<file path="src/rtl/lsu_pkg.sv">
// rtl/lsu_pkg.sv - shared types and constants for the load/store unit
package lsu_pkg;
  localparam int   DATA_W     = 64;
  localparam int   REG_ADDR_W = 5;
  localparam logic OP_LD      = 1'b1;
  localparam logic OP_SD      = 1'b0;

  typedef enum logic [1:0] {IDLE, REQ, WB, DONE} lsu_state_e;
endpackage

</file>
<file path="src/rtl/lsu_addr_gen.sv">
// rtl/lsu_addr_gen.sv - effective address (base + sext offset) and doubleword misalign flag
module lsu_addr_gen #(
  parameter int DATA_W = lsu_pkg::DATA_W
) (
  input  logic [DATA_W-1:0] base_i,
  input  logic [11:0]       offset_i,
  output logic [DATA_W-1:0] ea_o,
  output logic              misaligned_o
);
  assign ea_o         = base_i + {{(DATA_W-12){offset_i[11]}}, offset_i};
  assign misaligned_o = |ea_o[2:0];
endmodule

</file>
<file path="src/rtl/load_store_unit.sv">
// rtl/load_store_unit.sv - single-outstanding ld/sd sequencer between register bank and memory
module load_store_unit #(
  parameter int DATA_W     = lsu_pkg::DATA_W,
  parameter int MEM_ADDR_W = 16,
  parameter int TIMEOUT    = 16
) (
  input  logic                           clk,
  input  logic                           rst_n,
  input  logic                           start,
  input  logic                           is_load,
  input  logic [lsu_pkg::REG_ADDR_W-1:0] rd,
  input  logic [DATA_W-1:0]              base,
  input  logic [DATA_W-1:0]              sdata,
  input  logic [11:0]                    offset,
  output logic                           mem_req,
  output logic                           mem_we,
  output logic [MEM_ADDR_W-1:0]          mem_addr,
  output logic [DATA_W-1:0]              mem_wdata,
  input  logic [DATA_W-1:0]              mem_rdata,
  input  logic                           mem_ack,
  output logic [lsu_pkg::REG_ADDR_W-1:0] rf_Rw,
  output logic                           rf_WE,
  output logic [DATA_W-1:0]              rf_dIN,
  output logic                           busy,
  output logic                           done,
  output logic                           err
);
  import lsu_pkg::*;

  localparam int CNT_W = $clog2(TIMEOUT);

  lsu_state_e              state_q, state_d;
  logic                    is_load_q, is_load_d;
  logic [REG_ADDR_W-1:0]   rd_q, rd_d;
  logic [DATA_W-1:0]       data_q, data_d;
  logic [MEM_ADDR_W-1:0]   ea_q, ea_d;
  logic                    err_q, err_d;
  logic [CNT_W-1:0]        cnt_q, cnt_d;

  logic [DATA_W-1:0]       ea;
  logic                    misaligned;
  logic                    unused_ea_hi;

  lsu_addr_gen #(.DATA_W(DATA_W)) u_addr_gen (
    .base_i       (base),
    .offset_i     (offset),
    .ea_o         (ea),
    .misaligned_o (misaligned)
  );

  assign unused_ea_hi = ^ea[DATA_W-1:MEM_ADDR_W];

  always_ff @(posedge clk or negedge rst_n) begin
    if (!rst_n) begin
      state_q   <= IDLE;
      is_load_q <= 1'b0;
      rd_q      <= '0;
      data_q    <= '0;
      ea_q      <= '0;
      err_q     <= 1'b0;
      cnt_q     <= '0;
    end else begin
      state_q   <= state_d;
      is_load_q <= is_load_d;
      rd_q      <= rd_d;
      data_q    <= data_d;
      ea_q      <= ea_d;
      err_q     <= err_d;
      cnt_q     <= cnt_d;
    end
  end

  // data_q carries the store data on the way out and the load data on the way back
  always_comb begin
    state_d   = state_q;
    is_load_d = is_load_q;
    rd_d      = rd_q;
    data_d    = data_q;
    ea_d      = ea_q;
    err_d     = err_q;
    cnt_d     = cnt_q;
    case (state_q)
      IDLE: begin
        if (start) begin
          is_load_d = is_load;
          rd_d      = rd;
          data_d    = (is_load == OP_LD) ? '0 : sdata;
          ea_d      = ea[MEM_ADDR_W-1:0];
          err_d     = misaligned;
          cnt_d     = '0;
          state_d   = misaligned ? DONE : REQ;
        end
      end
      REQ: begin
        cnt_d = cnt_q + 1'b1;
        if (mem_ack) begin
          if (is_load_q == OP_LD) begin
            data_d  = mem_rdata;
            state_d = WB;
          end else begin
            state_d = DONE;
          end
        end else if (cnt_q == CNT_W'(TIMEOUT - 1)) begin
          err_d   = 1'b1;
          state_d = DONE;
        end
      end
      WB:      state_d = DONE;
      DONE:    state_d = IDLE;
      default: state_d = IDLE;
    endcase
  end

  always_comb begin
    mem_req   = 1'b0;
    mem_we    = 1'b0;
    mem_addr  = '0;
    mem_wdata = '0;
    rf_Rw     = '0;
    rf_WE     = 1'b0;
    rf_dIN    = '0;
    done      = 1'b0;
    err       = 1'b0;
    case (state_q)
      REQ: begin
        mem_req   = 1'b1;
        mem_we    = (is_load_q == OP_SD);
        mem_addr  = ea_q;
        mem_wdata = data_q;
      end
      WB: begin
        rf_Rw  = rd_q;
        rf_dIN = data_q;
        rf_WE  = (rd_q != '0);
      end
      DONE: begin
        done = 1'b1;
        err  = err_q;
      end
      default: ;
    endcase
  end

  assign busy = (state_q != IDLE);
endmodule

</file>
<file path="config.mk">
export PLATFORM = sky130hd
export DESIGN_NAME = load_store_unit
export DESIGN_NICKNAME = d
export VERILOG_FILES = /design/src/rtl/lsu_pkg.sv /design/src/rtl/lsu_addr_gen.sv /design/src/rtl/load_store_unit.sv
export SDC_FILE = /design/constraint.sdc
export NUM_CORES = 1
export LEC_CHECK = 0
export BUFFER_PORTS_ARGS = -buffer_cell sky130_fd_sc_hd__buf_4
export CORE_AREA = 2 2 144 146
export CTS_CLUSTER_DIAMETER = 100
export DETAILED_ROUTE_END_ITERATION = 10
export DIE_AREA = 0 0 146 148
export PLACE_DENSITY = 0.56
export SYNTH_ARGS = -nofsm -noshare
export SYNTH_HDL_FRONTEND = slang
export SYNTH_SLANG_ARGS = --single-unit
</file>
<file path="constraint.sdc">
create_clock -name clk -period 2.6 [get_ports clk]
set_clock_uncertainty 0.2 [all_clocks]
set_input_delay 0.13 -clock clk [delete_from_list [all_inputs] [get_ports clk]]
set_output_delay 0.13 -clock clk [all_outputs]
set_load 0.02 [all_outputs]
</file>
==> summary.txt, run 1 <==
======================================================================================
Die area                                                                    0.0216 mm2
Final critical-path share of the clock period                                    95.0%
Sequential share of the synthesized area                                         39.0%
Global-route usage over all layers                                               20.6%
Count of synthesis-stage warnings from yosys                                         0
WP buf/inv                                                                           2
Number of buffers created by CTS                                                     9
RSZ-0062 raised after global routing                                             false
Most frequent cells after synthesis                                       sky130_fd_sc_hd__and2_1 (150), sky130_fd_sc_hd__dfrtp_1 (93), sky130_fd_sc_hd__a21oi_1 (82)
Top-count cell post-synth                                                 sky130_fd_sc_hd__and2_1
Floorplan row count                                                                 52
Core region area                                                            0.0200 mm2
Initial core utilization                                                         29.8%
Max cap viols                                                                        0
Max-slew violation total from the final report                                       0
Drt pass-1 iters                                                                     7
Count of endpoints failing setup in the final report                                 0
Area overhead of the layout relative to synthesis                                74.9%
Slowest cell delay on critical path                                            0.54 ns
Run status                                                                finished clean
Top fanout value on the critical path                                                6
Detailed router's first-iteration violation count                                  314
Stages on worst setup path                                                           8
Time the worst path needs with I/O delays and setup                            2.47 ns
Kind of end point of the critical path                                        register
Worst Setup Slack, final                                                      0.129 ns
Worst path required time                                                       2.63 ns
Initial antenna violation count                                                      1
Clock root cell                                                           sky130_fd_sc_hd__clkbuf_16
Number of cells on the worst reg-to-reg path                                         6
Proportion of synthesized flip-flops having asynchronous set or reset             100%
Post-synthesis average cell area                                              8.43 um2
Worst-case headroom to the max-slew limit                                        58.1%
Static leakage power                                                           4.87 nW
Die Ht                                                                          148 um
Hold path cells                                                                      5
Post-layout util                                                                 52.1%
Achievable clock frequency                                                   0.405 GHz
Fin Setup TNS                                                                     0 ns
Proportion of layout cells with a drive suffix above 1                           31.8%
Top FF cell, synth                                                        sky130_fd_sc_hd__dfrtp_1
Post-Synthesis Cells                                                               708
Final net count                                                                   1376
Pin count of the biggest net entering global routing                                99
Number of design rule violations left after detail routing                           0
Clock slew at the register clock pins of the worst setup and hold paths        0.07 ns
Final hold violations                                                                0
Total number of clock tree sinks                                                    93
Placer Congestion                                                                0.877
I/O pins                                                                           369
Worst IR drop on VDD                                                            437 uV
Crit-path leading delay family                                            compound AO/OA/AOI/OAI gates
CTS tree                                                                          done
Slew @ Worst Pin                                                              0.629 ns
Crit path DAT                                                                  2.50 ns
Routed length per placed instance                                              16.2 um
Number of flops mapped to enable cells by yosys                                      0
Summed instance area of the synthesized netlist                            0.00597 mm2
Die extent in x                                                                 146 um
Total non-filler cell area in the finished layout                           0.0104 mm2
Post-Synthesis Net Count                                                           943
Area share of the largest cell type after synthesis                              39.0%
Vias per Instance                                                                 4.73
Placed inst area                                                           0.00865 mm2
Placed wire-length estimate after detailed placement                          16100 um
Leftover overflow at the end of global routing                                       0
Non-filler instance count after layout                                            1417
H-tree levels                                                                        3
Distinct cell type count of the synthesized netlist                                 57
Cell count after placement                                                        1258
Vias in the first global route                                                    6375
Buffers from clock root to sink, at most                                             2
Filler Cell Count                                                                 1865
Crit Path Category                                                        input pin to register
Dpl ws                                                                       0.0831 ns
Path type of the worst min-delay path                                     input pin to register
CP max stage cell                                                         sky130_fd_sc_hd__dlygate4sd3_1
Wire length of the first global-routing pass                                  35600 um
Cell-by-cell trace of the critical path                                   dlygate4sd3_1 > buf_4 > fa_1 > a211oi_2 > o21bai_2 > a2111oi_4 > nor2_1 > a211o_1
Power density cells                                                        1080 mW/mm2
Largest area contributor in the synthesized netlist                       sky130_fd_sc_hd__dfrtp_1
Critical Path Start Type                                                     input pin
Remaining number of nets flagged by the antenna check after routing                  0
Synthesis-stage register bit count                                                  93
Biggest area contributors in the synthesized netlist                      sky130_fd_sc_hd__dfrtp_1 (39%), sky130_fd_sc_hd__and2_1 (16%), sky130_fd_sc_hd__a22oi_1 (8.1%)
Via count of the routed design                                                    6703
Final wirelength                                                              22900 um
Total of buffers placed on input and output ports                                  320
Clk Latency, worst-skew pair                                                   0.34 ns
======================================================================================
-- cells by family (layout without fill, tap and decap cells) --
group | Yosys count | after routing | synth area share (%)
other | 0 | 1 | 0
multiplexers | 3 | 3 | 0.545
buffers and inverters | 68 | 506 | 5.16
AO/OA/AOI/OAI | 201 | 201 | 22.1
AND/OR/NAND/NOR | 315 | 315 | 27.6
XOR/XNOR | 7 | 7 | 1.03
adder cells (fa/ha/maj) | 21 | 21 | 4.53
flip-flops | 93 | 93 | 39.0
-- where the power goes --
| part | switching (mW) | leakage, nW | internal (mW) |
|---|---|---|---|
| registers | 0.531 | 1.10 | 2.20 |
| clock network | 0.592 | 0.175 | 1.03 |
| logic | 3.76 | 3.60 | 3.14 |
| total | 4.88 | 4.87 | 6.38 |
-- final timing paths --
| check | startpoint | end | slack (ns) |
|---|---|---|---|
| max | base[1] | ea_q[10]$_DFFE_PN0P_ | 0.13 |
| min | base[14] | ea_q[15]$_DFFE_PN0P_ | 0.05 |
| max reg2reg | state_q[1]$_DFFE_PN0P_ | data_q[7]$_DFFE_PN0P_ | 0.17 |
| min reg2reg | ea_q[1]$_DFFE_PN0P_ | ea_q[1]$_DFFE_PN0P_ | 0.28 |
| max in group asynchronous | rst_n | data_q[27]$_DFFE_PN0P_ | 1.35 |
| min in group asynchronous | rst_n | data_q[44]$_DFFE_PN0P_ | 0.15 |
-- final cells by class --
type / instances / area (um2) / share of cell area, %
inverters: 14 / 52.6 / 0.503
multi-input cells: 547 / 3360 / 32.2
clock inverters: 7 / 138 / 1.32
diodes: 1 / 2.50 / 0.0240
flip-flops and latches: 93 / 2330 / 22.3
well taps: 270 / 338 / 3.24
repair buffers: 476 / 3990 / 38.3
clock buffers: 9 / 225 / 2.16
-- sequential cells by signal (all words and copies together), names as in the netlist --
signal,count
rd_q,5
ea_q,16
err_q,1
cnt_q,4
data_q,64
is_load_q,1
state_q,2
-- routing by layer --
metal	vias to the layer above	track usage, %	wire length, um
met5	-	0	0
met4	0	7.67	655
met3	40	3.64	1270
met2	216	34.7	11300
met1	3109	26.5	9720
li1	3338	-	-
-- tightest hold or removal path: cells and delay by family --
| kind | cells | cell delay (ns) |
|---|---|---|
| adder cells (fa/ha/maj) | 1 | 0.13 |
| AO/OA/AOI/OAI | 2 | 0.13 |
| buffers and inverters | 1 | 0.08 |
| AND/OR/NAND/NOR | 1 | 0.08 |
-- placed cells by master, fill, tap and decap left out, types with 3 or more instances in the layout --
cell                              n
sky130_fd_sc_hd__o211ai_1         5
sky130_fd_sc_hd__inv_1           14
sky130_fd_sc_hd__or4_1            4
sky130_fd_sc_hd__clkbuf_16        9
sky130_fd_sc_hd__a211oi_1         3
sky130_fd_sc_hd__a31oi_1          3
sky130_fd_sc_hd__bufinv_16        4
sky130_fd_sc_hd__ha_1            18
sky130_fd_sc_hd__a22oi_1         64
sky130_fd_sc_hd__nand3_1         10
sky130_fd_sc_hd__a21oi_1         82
sky130_fd_sc_hd__nand4_1          5
sky130_fd_sc_hd__dfrtp_1         93
sky130_fd_sc_hd__o21ai_0         18
sky130_fd_sc_hd__xor2_1           5
sky130_fd_sc_hd__and2_1         150
sky130_fd_sc_hd__nand2_1         46
sky130_fd_sc_hd__nor3_1           7
sky130_fd_sc_hd__buf_4          329
sky130_fd_sc_hd__nor2_1          77
sky130_fd_sc_hd__dlygate4sd3_1  141
sky130_fd_sc_hd__or3_1            5
sky130_fd_sc_hd__buf_12           5
-- per-stage QoR --
stage	total power [mW]	hold slack, ns
final	11.3	0.0531
after CTS	11.3	0.0238
after global routing	12.1	0.0731
after global placement	9.12	-0.0256
after floorplan	6.56	-0.366
after detailed placement	9.17	-0.0131
-- what timing repair did --
item	4_1_cts	5_1_grt
endpoints found under the setup margin	0	51
buffers inserted	0	1
hold buffers	141	0
resized for setup	0	1
hold endpoints to repair	117	0
Note: power is estimated with default switching activity, not from simulation.
==> run 2: changes to the inputs <==
--- a/config.mk
+++ b/config.mk
@@ -10,7 +10,7 @@
 export CTS_CLUSTER_DIAMETER = 100
 export DETAILED_ROUTE_END_ITERATION = 10
 export DIE_AREA = 0 0 146 148
-export PLACE_DENSITY = 0.56
+export MAX_ROUTING_LAYER = met4
 export SYNTH_ARGS = -nofsm -noshare
 export SYNTH_HDL_FRONTEND = slang
 export SYNTH_SLANG_ARGS = --single-unit
==> run 2 against run 1 <==
Compared with the run above: via count up 2.2%; hold slack worse by 0.022 ns; clock power down 9%; flip-flop and latch count unchanged; wire length up 1.6%; critical path depth unchanged; sequential share of layout area down 0.083 points; final area up 0.37%; register-to-register slack worse by 0.05 ns.
==> summary.txt, run 2 (same netlist as run 1, synthesis figures left out) <==
======================================================================================
WP buf/inv                                                                           4
Vias per Instance                                                                 4.81
Final hold violations                                                                0
Worst-case headroom to the max-slew limit                                        53.3%
Pin count of the biggest net entering global routing                                71
Detailed router's first-iteration violation count                                  357
Max-slew violation total from the final report                                       0
Final wirelength                                                              23300 um
Filler Cell Count                                                                 1899
Initial antenna violation count                                                      2
Worst hold margin                                                            0.0313 ns
Number of buffers created by CTS                                                     9
Run status                                                                finished clean
CTS tree                                                                          done
Initial core utilization                                                         29.8%
Fin Setup TNS                                                                     0 ns
Dpl ws                                                                       0.0836 ns
H-tree levels                                                                        3
Slew @ Worst Pin                                                              0.700 ns
Drt pass-1 iters                                                                     5
Crit Path Category                                                        register to register
Cell-by-cell trace of the critical path                                   inv_1 > ha_4 > nor2_4 > buf_4 > clkbuf_16 > a22oi_1 > dlygate4sd3_1 > a21oi_1
Max cap viols                                                                        0
Kind of end point of the critical path                                        register
Number of design rule violations left after detail routing                           0
Area overhead of the layout relative to synthesis                                75.6%
Final net count                                                                   1384
CP max stage cell                                                         sky130_fd_sc_hd__dlygate4sd3_1
Hold path cells                                                                      5
Total of buffers placed on input and output ports                                  320
Hold Path End                                                             ea_q[15]$_DFFE_PN0P_
Most frequent cells in the layout                                         sky130_fd_sc_hd__buf_4 (337), sky130_fd_sc_hd__and2_1 (150), sky130_fd_sc_hd__dlygate4sd3_1 (141)
Critical Path Start Type                                                      register
Die extent in x                                                                 146 um
Top flop regs                                                             data_q x64, ea_q x16, rd_q x5
Path type of the worst min-delay path                                     input pin to register
Total number of clock tree sinks                                                    93
Worst IR drop on VDD                                                            466 uV
Largest register FFs                                                                64
Via count of the routed design                                                    6852
Die area                                                                    0.0216 mm2
Proportion of layout cells with a drive suffix above 1                           32.3%
Top fanout value on the critical path                                               29
I/O pins                                                                           369
Final critical-path share of the clock period                                    95.5%
Die Ht                                                                          148 um
Number of cells on the worst reg-to-reg path                                         8
Vias in the first global route                                                    6609
Global-route usage over all layers                                               21.4%
Worst path required time                                                       2.62 ns
Core region area                                                            0.0200 mm2
Crit-path leading delay family                                            buffers and inverters
Register containing the most flip-flops in the final layout                     data_q
Slowest cell delay on critical path                                            0.59 ns
Placer Congestion                                                                0.906
Most common cell after layout, fill and taps aside                        sky130_fd_sc_hd__buf_4
Worst flop-to-flop path endpoint                                          data_q[34]$_DFFE_PN0P_
Clk Latency, worst-skew pair                                                   0.35 ns
Wire length of the first global-routing pass                                  35700 um
Register-to-register setup slack                                               0.12 ns
Achievable clock frequency                                                   0.403 GHz
Source of the worst register-to-register timing path                      state_q[1]$_DFFE_PN0P_
Clock root cell                                                           sky130_fd_sc_hd__clkbuf_16
Multi-input gate area                                                      0.00336 mm2
Beginning of the worst hold path                                              base[14]
Remaining number of nets flagged by the antenna check after routing                  0
Worst Setup Slack, final                                                      0.116 ns
Count of endpoints failing setup in the final report                                 0
Buffers from clock root to sink, at most                                             2
Placed wire-length estimate after detailed placement                          16200 um
Register Area                                                              0.00233 mm2
Clock slew at the register clock pins of the worst setup and hold paths        0.07 ns
Time the worst path needs with I/O delays and setup                            2.48 ns
Crit path DAT                                                                  2.50 ns
Routed length per placed instance                                              16.3 um
Power density cells                                                        1060 mW/mm2
RSZ-0062 raised after global routing                                             false
Leftover overflow at the end of global routing                                       0
Floorplan row count                                                                 52
Stages on worst setup path                                                           8
Static leakage power                                                           4.92 nW
======================================================================================
[run 2: through the flow]
stage	utilization, %	cells	cell area, um2	power, mW
6_report	52.3	1426	10500	11.1
5_1_grt	52.3	1426	10500	11.9
4_1_cts	52.0	1421	10400	11.1
3_5_place_dp	43.3	1264	8680	9.19
3_3_place_gp	43.3	1264	8680	9.11
2_1_floorplan	-	708	5970	6.56
[run 2: area by class of cell]
type | count | area share, %
sequential | 93 | 22.2
antenna | 2 | 0.0478
inverter | 14 | 0.502
clock inverter | 5 | 0.776
clock buffer | 11 | 2.41
timing repair buffer | 484 | 38.7
tap | 270 | 3.22
multi-input combinational | 547 | 32.1
[run 2: worst register-to-register path, cell delays in order (launching register included)]
cell and delay [ns]:
sky130_fd_sc_hd__dfrtp_1 0.42, sky130_fd_sc_hd__inv_1 0.13, sky130_fd_sc_hd__ha_4 0.34, sky130_fd_sc_hd__nor2_4 0.08, sky130_fd_sc_hd__buf_4 0.16, sky130_fd_sc_hd__clkbuf_16 0.19
sky130_fd_sc_hd__a22oi_1 0.18, sky130_fd_sc_hd__dlygate4sd3_1 0.59, sky130_fd_sc_hd__a21oi_1 0.06
[run 2: worst max path at each step]
stage | start | to | slack (ns)
4_1_cts | state_q[1]$_DFFE_PN0P_ | data_q[18]$_DFFE_PN0P_ | 0.02
6_report | state_q[1]$_DFFE_PN0P_ | data_q[34]$_DFFE_PN0P_ | 0.12
3_3_place_gp | offset[0] | ea_q[10]$_DFFE_PN0P_ | 0.09
3_5_place_dp | offset[0] | ea_q[10]$_DFFE_PN0P_ | 0.08
5_1_grt | state_q[1]$_DFFE_PN0P_ | data_q[9]$_DFFE_PN0P_ | 0.004
2_1_floorplan | offset[0] | ea_q[10]$_DFFE_PN0P_ | 0.39
[run 2: per-layer routing]
layer  vias up  GRT usage (%)  share of wire, %
met5         -              -                 0
li1       3347              -                 -
met3        46           3.98               5.6
met2       270           35.8                51
met4         0           9.03               2.7
met1      3189           25.3                41
[run 2: power breakdown]
| group | switching (mW) | internal [mW] |
|---|---|---|
| registers | 0.529 | 2.20 |
| clock network | 0.589 | 0.898 |
| logic | 3.76 | 3.13 |
| total | 4.88 | 6.23 |
[run 2: repair_timing]
action / in CTS / in global routing
hold endpoints to repair: 124 / 0
hold buffers: 141 / 0
setup endpoints to repair: 0 / 32
setup buffers: 0 / 2
gates resized for setup: 0 / 1
